### config.mk
export PLATFORM = sky130hd
export DESIGN_NAME = alu_cond_resolver
export DESIGN_NICKNAME = d
export VERILOG_FILES = /design/src/rtl/alu_cond_resolver_pkg.sv /design/src/rtl/alu_cond_resolver_cond_eval.sv /design/src/rtl/alu_cond_resolver.sv
export SDC_FILE = /design/constraint.sdc
export NUM_CORES = 1
export LEC_CHECK = 0
export CORE_ASPECT_RATIO = 2
export CORE_MARGIN = 3
export CORE_UTILIZATION = 30
export DETAILED_ROUTE_END_ITERATION = 16
export PLACE_DENSITY = 0.67
export SETUP_SLACK_MARGIN = 0.2
export SYNTH_ARGS = -nofsm -noshare
export SYNTH_HDL_FRONTEND = slang
export SYNTH_SLANG_ARGS = --single-unit
### constraint.sdc
create_clock -name i_clk -period 2.1 [get_ports i_clk]
set_input_delay 0.525 -clock i_clk [delete_from_list [all_inputs] [get_ports i_clk]]
set_output_delay 0.525 -clock i_clk [all_outputs]
set_load 0.05 [all_outputs]
### src/rtl/alu_cond_resolver_pkg.sv
// Shared opcode, condition-code and flag-position definitions
// for the execute-stage branch condition resolver.
package alu_cond_resolver_pkg;

  localparam logic [2:0] ALU_ADD = 3'd0;
  localparam logic [2:0] ALU_SUB = 3'd1;
  localparam logic [2:0] ALU_AND = 3'd2;
  localparam logic [2:0] ALU_OR  = 3'd3;
  localparam logic [2:0] ALU_XOR = 3'd4;
  localparam logic [2:0] ALU_SLT = 3'd5;
  localparam logic [2:0] ALU_SRL = 3'd6;
  localparam logic [2:0] ALU_SLL = 3'd7;

  typedef enum logic [2:0] {
    COND_EQ = 3'd0,
    COND_NE = 3'd1,
    COND_LT = 3'd2,
    COND_GE = 3'd3,
    COND_LE = 3'd4,
    COND_GT = 3'd5,
    COND_VS = 3'd6,
    COND_AL = 3'd7
  } cond_e;

  localparam int FLAG_Z = 2;
  localparam int FLAG_V = 1;
  localparam int FLAG_N = 0;

endpackage

### src/rtl/alu_cond_resolver_cond_eval.sv
// Pure combinational evaluation of a branch condition
// against a {z,v,n} flag set.
module cond_eval
  import alu_cond_resolver_pkg::*;
(
  input  logic       i_z,
  input  logic       i_v,
  input  logic       i_n,
  input  logic [2:0] i_cond,
  output logic       o_taken
);

  logic w_lt;
  assign w_lt = i_n ^ i_v;

  always_comb begin
    o_taken = 1'b0;
    unique case (cond_e'(i_cond))
      COND_EQ: o_taken = i_z;
      COND_NE: o_taken = !i_z;
      COND_LT: o_taken = w_lt;
      COND_GE: o_taken = !w_lt;
      COND_LE: o_taken = i_z | w_lt;
      COND_GT: o_taken = !(i_z | w_lt);
      COND_VS: o_taken = i_v;
      COND_AL: o_taken = 1'b1;
    endcase
  end

endmodule

### src/rtl/alu_cond_resolver.sv
// Tracks in-flight flag writers, latches ALU flags and resolves
// conditional branches into a registered redirect PC.
module alu_cond_resolver
  import alu_cond_resolver_pkg::*;
#(
  parameter int MAX_PEND = 3,
  parameter bit BYPASS   = 1'b1
) (
  input  logic        i_clk,
  input  logic        i_rst,
  input  logic        i_issue_flag,
  input  logic        i_alu_valid,
  input  logic [2:0]  i_alu_op,
  input  logic [15:0] i_alu_result,
  input  logic        i_alu_z,
  input  logic        i_alu_v,
  input  logic        i_alu_n,
  input  logic        i_br_valid,
  output logic        o_br_ready,
  input  logic [2:0]  i_br_cond,
  input  logic [15:0] i_br_target,
  input  logic [15:0] i_br_pc_next,
  output logic        o_res_valid,
  output logic        o_res_taken,
  output logic [15:0] o_res_pc,
  output logic [2:0]  o_flags,
  output logic        o_pend_err
);

  localparam int CW = $clog2(MAX_PEND + 1);

  logic [CW-1:0] r_pend;
  logic [2:0]    r_flags;
  logic          r_err;
  logic          r_res_valid;
  logic          r_res_taken;
  logic [15:0]   r_res_pc;

  logic       w_unused;
  logic [2:0] w_live;
  logic [2:0] w_eval;
  logic       w_empty;
  logic       w_one;
  logic       w_full;
  logic       w_inc;
  logic       w_dec;
  logic       w_accept;
  logic       w_taken;

  // opcode and result are carried on the bus but never inspected
  assign w_unused = ^{i_alu_op, i_alu_result};

  assign w_live  = {i_alu_z, i_alu_v, i_alu_n};
  assign w_empty = (r_pend == '0);
  assign w_one   = (r_pend == CW'(1));
  assign w_full  = (r_pend == CW'(MAX_PEND));
  assign w_inc   = i_issue_flag & !i_alu_valid;
  assign w_dec   = i_alu_valid & !i_issue_flag;

  assign o_br_ready = w_empty | (BYPASS & w_one & i_alu_valid);
  assign w_eval     = (w_one & i_alu_valid) ? w_live : r_flags;
  assign w_accept   = i_br_valid & o_br_ready;

  cond_eval u_cond (
    .i_z     (w_eval[FLAG_Z]),
    .i_v     (w_eval[FLAG_V]),
    .i_n     (w_eval[FLAG_N]),
    .i_cond  (i_br_cond),
    .o_taken (w_taken)
  );

  always_ff @(posedge i_clk) begin
    if (i_rst) begin
      r_pend      <= '0;
      r_flags     <= 3'b000;
      r_err       <= 1'b0;
      r_res_valid <= 1'b0;
      r_res_taken <= 1'b0;
      r_res_pc    <= 16'h0000;
    end else begin
      if (i_alu_valid) r_flags <= w_live;
      if (w_inc && !w_full) r_pend <= r_pend + CW'(1);
      else if (w_dec && !w_empty) r_pend <= r_pend - CW'(1);
      if ((w_inc && w_full) || (w_dec && w_empty)) r_err <= 1'b1;
      r_res_valid <= w_accept;
      if (w_accept) begin
        r_res_taken <= w_taken;
        r_res_pc    <= w_taken ? i_br_target : i_br_pc_next;
      end
    end
  end

  assign o_res_valid = r_res_valid;
  assign o_res_taken = r_res_taken;
  assign o_res_pc    = r_res_pc;
  assign o_flags     = r_flags;
  assign o_pend_err  = r_err;

endmodule

Yosys cells after proc, flatten, opt, wreduce, memory -nomap -nowiden
Index checks and enable logic that the tools add are counted.
- add/sub/neg operators: 2
- equal/unequal tests: 9
- mux-type cells: 5
- bitwise logic cells: 7
- reduce and logical (&&, ||, !) cells: 15
- operator list (operator ; count):
    $mux 16 ; 1
    $eq 3x3->1 const B ; 4
    $pmux 1 s8 ; 1
    $logic_not 1->1 ; 7
    $eq 3x2->1 const B ; 2
    $and 1x1->1 ; 4
    $logic_and 1x1->1 ; 4
    $mux 2 ; 2
    $eq 3x1->1 const B ; 1
    $logic_not 3->1 ; 1
    $mux 3 ; 1
    $add 2x1->2 const B ; 1
    $eq 2x1->1 const B ; 1
    $eq 2x2->1 const B ; 1
    $logic_not 2->1 ; 1
    $or 1x1->1 ; 2
    $reduce_bool 2->1 ; 1
    $sub 2x1->2 const B ; 1
    $logic_or 1x1->1 ; 1
    $xor 1x1->1 ; 1
- bits in registers: 24
- input bits: 62
- output and inout port bits: 23
- logic and storage cells: 44

Depth between registers and ports, before layout
- depth after elaboration: 8
- mapped depth: 9
- depth with buffers taken out: 7

Modules after synthesis
From an unflattened synthesis, not the netlist that was laid out.
- cells, all modules: 133
- area, all modules: 1313.8 µm²
- by module, submodules not included (module ; instances ; cells an instance ; area each (µm²) ; seq. area each (µm²)):
    alu_cond_resolver ; 1 ; 120 ; 1226.2 ; 480.5
    cond_eval ; 1 ; 13 ; 87.6 ; 0.0

Worst setup path before layout
OpenSTA, ideal clock, no wires.
- kind: register to register
- start point: reg r_flags[1] (netlist: o_flags[1])
- end point: reg r_res_pc[0] (netlist: o_res_pc[0])
- setup time: 0.129 ns
- data arrival time: 1.919 ns
- data required time: 1.971 ns
- setup slack: 0.052 ns
- cell stages (with the launch flop): 8
- path buffers: 2
- clock period less this slack: 2.048 ns
- path through: dfxtp_1 > xnor2_1 > mux2i_1 > a221oi_4 > and2_1 > buf_4 > buf_6 > o211ai_2
- word-level cells in the longest chain between the ends: 6
- elaborated cells between the ends (all ways): 7
- those cells by class: mux: 3; bitwise: 2; reduce/logical: 2
- ends and longest elaborated chain (what ; line ; RTL):
    start, declared ; alu_cond_resolver.sv:33 ; logic [2:0] r_flags;
    start signal, assigned ; alu_cond_resolver.sv:81 ; if (i_alu_valid) r_flags <= w_live;
    $mux 3 (*) ; alu_cond_resolver.sv:61 ; assign w_eval = (w_one & i_alu_valid) ? w_live : r_flags;
    $xor 1x1->1 ; alu_cond_resolver_cond_eval.sv:14 ; assign w_lt = i_n ^ i_v;
    $or 1x1->1 ; alu_cond_resolver_cond_eval.sv:23, alu_cond_resolver_cond_eval.sv:24 ;
    $logic_not 1->1 ; alu_cond_resolver_cond_eval.sv:24 ; COND_GT: o_taken = !(i_z | w_lt);
    $pmux 1 s8 (*) ; alu_cond_resolver_cond_eval.sv:18 ; unique case (cond_e'(i_cond))
    $mux 16 (*) ; alu_cond_resolver.sv:88 ; r_res_pc <= w_taken ? i_br_target : i_br_pc_next;
    end signal, assigned ; alu_cond_resolver.sv:88 ;
    end, declared ; alu_cond_resolver.sv:37 ; logic [15:0] r_res_pc;
Mark *: on every way between the ends. The rest lies on a longest branch, timed or not.
A chain may end at the register's enable or synchronous reset.

Worst setup path after layout
- start point: in i_alu_valid
- end point: out o_br_ready
- word-level cells in the longest chain between the ends: 2
- ends and longest elaborated chain (what ; line ; RTL):
    start, declared ; alu_cond_resolver.sv:12 ; input logic i_alu_valid,
    $and 1x1->1 ; alu_cond_resolver.sv:60 ; assign o_br_ready = w_empty | (BYPASS & w_one & i_alu_valid);
    $or 1x1->1 ; alu_cond_resolver.sv:60 ;
    end, declared ; alu_cond_resolver.sv:19 ; output logic o_br_ready,
Every way passes these cells.

==> impl_summary.md <==
Clocking
The root buffer cell is sky130_fd_sc_hd__clkbuf_8. The number of H-tree branching levels is 1. The number of sinks on the clock net is 24. TritonCTS built the clock tree. Clock-pin slew was measured on the worst setup and hold paths at 0.09 ns. The later-pin clock latency in the skew report is 0.27 ns. The number of buffers inserted during clock tree synthesis is 3.

The number of buffers on the longest clock path is 2.

Placed design
The total half-perimeter wirelength after legalization and detailed placement is 3250 um. The cell total after placement is 299. The global placement routability congestion is approximately 0.76. The number of port buffers is 65.

Finish
The count of antenna diodes in the layout is 0. The area growth from synthesis to layout is 76.1%. The total number of nets in the final design is 327. Of the cells placed in the final design, the portion with a size suffix greater than 1 is 0.295. The number of non-filler instances in the completed layout is 318.

Synthesis
Yosys mapped a number of flops with a built-in enable equal to 0. Synthesis inferred 24 register bits. For this run, the register share of the synthesized area comes to 0.313.

The number of library cell types mapped by synthesis is 34. Synthesis produced a netlist with a net count of 242. The mean instance size in the synthesized netlist is between 8 and 9 um^2. The most frequently used flop master after synthesis is sky130_fd_sc_hd__dfxtp_1. The post-synthesis async set-or-reset flop share is 0. The synthesized netlist occupies a cell area of 0.00153 mm^2.

In the synthesized netlist, the number of instances is 177. During synthesis, Yosys emitted a total of 0 warnings.

Flow run
The number of max-capacitance violations reported is 0.

Critical path
STA classifies the critical path endpoint as an output pin. Along the worst path, the maximum fanout reaches 5. At the worst endpoint, the required time is 1.57 ns.

The startpoint class of the critical path is an input port. STA puts the critical path data arrival time at 1.36 ns. The classification of the worst setup path is input port to output pin.

Min path
The kind of path behind the tightest hold check is flop to flop.

Floorplanning
The number of placement rows is 36. The die outline width is between 50 and 60 um. The area enclosed by the die boundary is 0.00606 mm^2. The initial standard-cell utilization of the core is 0.312. 85 I/O pins were placed. The die is between 100 and 150 um tall.

In this run the standard cell core region covers 0.00491 mm^2.

Timing
The relative max-transition margin is 0.658. The count of final hold-check violations was 0. The max-slew violation count came to 0. Across all hold checks on the routed design, the worst slack comes to 0.478 ns.

For the pin with the worst max-slew slack, the measured transition is 0.515 ns. The count of endpoints failing setup in the final report is 0. Setup repair after global routing could not meet its margin everywhere. Static timing analysis puts the maximum clock frequency at about 530 MHz.

The worst clock skew is roughly 0.0070 ns. In the finished design, the share of the clock period the worst path needs comes to 0.898. The worst path needs between 1.5 and 2 ns of the cycle, external delays included.

Detailed routing
The DRC violations left is 0. The count of nets left with antenna violations after detail routing is 0. For this block, the routed nets add up to ~4700 um of wire.

After detailed routing, the average wire length per cell comes to roughly 15 um. Summing over every cut layer, the via total after detailed routing is 1685. The mean number of vias per cell is approximately 5.3. The iteration count of the initial detailed-routing pass is 4. The number of DRC markers in iteration 0 is 19.

Power and ir drop
The net switching power is 0.654 mW. Of the total power, the share spent switching nets is 0.369. Cell internal power was estimated by the tool at 1.12 mW. For this design the static power due to leakage is between 1 and 1.5 nW.

Of the total power, registers draw 0.312. Of the total power, the clock network draws 0.232. The logic gate share of total power is 0.456.

The power density normalized to cell area is 655 mW/mm^2. The maximum ir drop on the vdd rail is ~0.4 mV.

Global route
The pin count of the biggest net entering global routing is 50. In the global route stage, overall resource usage came out at 0.154. The global route total overflow is 0. The first global-routing pass estimated around 7600 um of wire. The initial antenna violation count is 0. The via count of the first global-routing pass is 1709.

Status
The flow ran to the end, and the final reports show no timing, DRC or antenna violations.
-- critical path, cell delays in order --
cell                              delay (ns)
sky130_fd_sc_hd__clkdlybuf4s15_1        0.26
sky130_fd_sc_hd__buf_6                  0.18
sky130_fd_sc_hd__a21oi_4                0.18
sky130_fd_sc_hd__inv_2                  0.06
sky130_fd_sc_hd__buf_12                 0.14
-- per-stage QoR --
step,TNS [ns],instance area (um^2),power [mW],worst slack (ns),util
2_1_floorplan,0,1560,1.00,0.205,-
3_3_place_gp,-4.40,2380,1.30,-0.279,0.485
3_5_place_dp,-4.71,2380,1.30,-0.289,0.485
4_1_cts,0,2570,1.74,0.159,0.523
5_1_grt,0,2700,1.85,0.179,0.550
6_report,0,2700,1.77,0.214,0.550
-- registers in the layout (all words and copies together) (netlist names) --
register     cells
o_res_valid      1
o_pend_err       1
o_res_pc        16
r_pend           2
o_flags          3
o_res_taken      1
-- Yosys cell counts, types with 2 or more instances --
master | count | share of area
sky130_fd_sc_hd__mux2i_1 | 5 | 0.033
sky130_fd_sc_hd__and2_1 | 18 | 0.073
sky130_fd_sc_hd__a32oi_1 | 16 | 0.091
sky130_fd_sc_hd__nand4_1 | 17 | 0.069
sky130_fd_sc_hd__nor3_1 | 5 | 0.016
sky130_fd_sc_hd__ha_1 | 3 | 0.024
sky130_fd_sc_hd__clkbuf_1 | 9 | 0.022
sky130_fd_sc_hd__nor2_1 | 8 | 0.020
sky130_fd_sc_hd__o211ai_2 | 10 | 0.082
sky130_fd_sc_hd__a21oi_1 | 4 | 0.013
sky130_fd_sc_hd__xnor2_1 | 3 | 0.017
sky130_fd_sc_hd__dfxtp_1 | 24 | 0.31
sky130_fd_sc_hd__and3_1 | 2 | 0.0082
sky130_fd_sc_hd__nand2b_1 | 2 | 0.0082
sky130_fd_sc_hd__nand2_1 | 21 | 0.051
sky130_fd_sc_hd__inv_1 | 5 | 0.012
sky130_fd_sc_hd__o211ai_1 | 6 | 0.029
sky130_fd_sc_hd__buf_2 | 3 | 0.0098
-- power by group through the flow --
stage	sequential (mW)	clock [mW]	combinational (mW)
3_5_place_dp	0.556	0	0.743
3_3_place_gp	0.557	0	0.740
5_1_grt	0.560	0.435	0.857
4_1_cts	0.548	0.419	0.776
2_1_floorplan	0.735	0	0.270
6_report	0.552	0.411	0.808
-- final timing paths --
check                                   end  cells after the start  slack [ns]         from
worst max-delay path             o_br_ready                      5        0.21  i_alu_valid
worst max register to register  o_res_pc[3]                      9        0.25    r_pend[1]
worst min-delay path            o_res_taken                      2        0.48  o_res_taken
worst min register to register  o_res_taken                      2        0.48  o_res_taken
-- area by class of cell --
cell class / instances / area, um^2
fill: 438 / 2210
multi-input combinational: 134 / 1100
timing repair buffer: 94 / 945
sequential: 24 / 489
tap: 57 / 71.3
clock buffer: 3 / 41.3
clock inverter: 1 / 30.0
inverter: 5 / 21.3
-- metal layers --
metal / vias to the layer above / wire length (um) / part of all wire / global-route usage
li1: 844 / - / - / -
met1: 783 / 1770 / 0.38 / 0.160
met2: 54 / 2560 / 0.55 / 0.299
met3: 4 / 298 / 0.064 / 0.0301
met4: 0 / 54 / 0.012 / 0.0492
met5: - / 0 / 0 / 0
-- timing repair --
action	4_1_cts	5_1_grt
gates cloned	2	0
hold buffers	0	0
pin swaps	8	9
endpoints found under the setup margin	40	17
setup buffers	6	7
gates resized for setup	43	19
-- cells by family (layout without fill, tap and decap cells) --
group / count (synthesis) / in the layout / synth area share
and+or+nand+nor: 76 / 76 / 0.269
AOI/OAI and AO/OA: 47 / 47 / 0.287
DFF: 24 / 24 / 0.313
buffers and inverters: 19 / 103 / 0.0563
muxes: 5 / 5 / 0.0326
adders and majority gates: 3 / 3 / 0.0245
xor gates and xnor gates: 3 / 3 / 0.0171
-- placed cells by master (no fill, tap or decap), types with 2 or more instances in the layout --
cell | synthesis | final
sky130_fd_sc_hd__buf_12 | 0 | 6
sky130_fd_sc_hd__nor3_1 | 5 | 2
sky130_fd_sc_hd__a21oi_1 | 4 | 3
sky130_fd_sc_hd__xnor2_1 | 3 | 2
sky130_fd_sc_hd__dfxtp_1 | 24 | 19
sky130_fd_sc_hd__nor2_1 | 8 | 8
sky130_fd_sc_hd__clkbuf_8 | 0 | 3
sky130_fd_sc_hd__nand2_1 | 21 | 21
sky130_fd_sc_hd__o211ai_1 | 6 | 6
sky130_fd_sc_hd__dfxtp_2 | 0 | 4
sky130_fd_sc_hd__dlygate4sd2_1 | 0 | 26
sky130_fd_sc_hd__clkdlybuf4s50_1 | 0 | 36
sky130_fd_sc_hd__and2_1 | 18 | 17
sky130_fd_sc_hd__a32oi_1 | 16 | 7
sky130_fd_sc_hd__inv_1 | 5 | 3
sky130_fd_sc_hd__buf_4 | 1 | 21
sky130_fd_sc_hd__nor3_2 | 0 | 3
sky130_fd_sc_hd__nand2b_1 | 2 | 2
sky130_fd_sc_hd__o211ai_2 | 10 | 10
sky130_fd_sc_hd__mux2i_1 | 5 | 4
sky130_fd_sc_hd__nand4_1 | 17 | 17
sky130_fd_sc_hd__a32oi_2 | 0 | 9
Note: power is estimated with default switching activity, not from simulation.
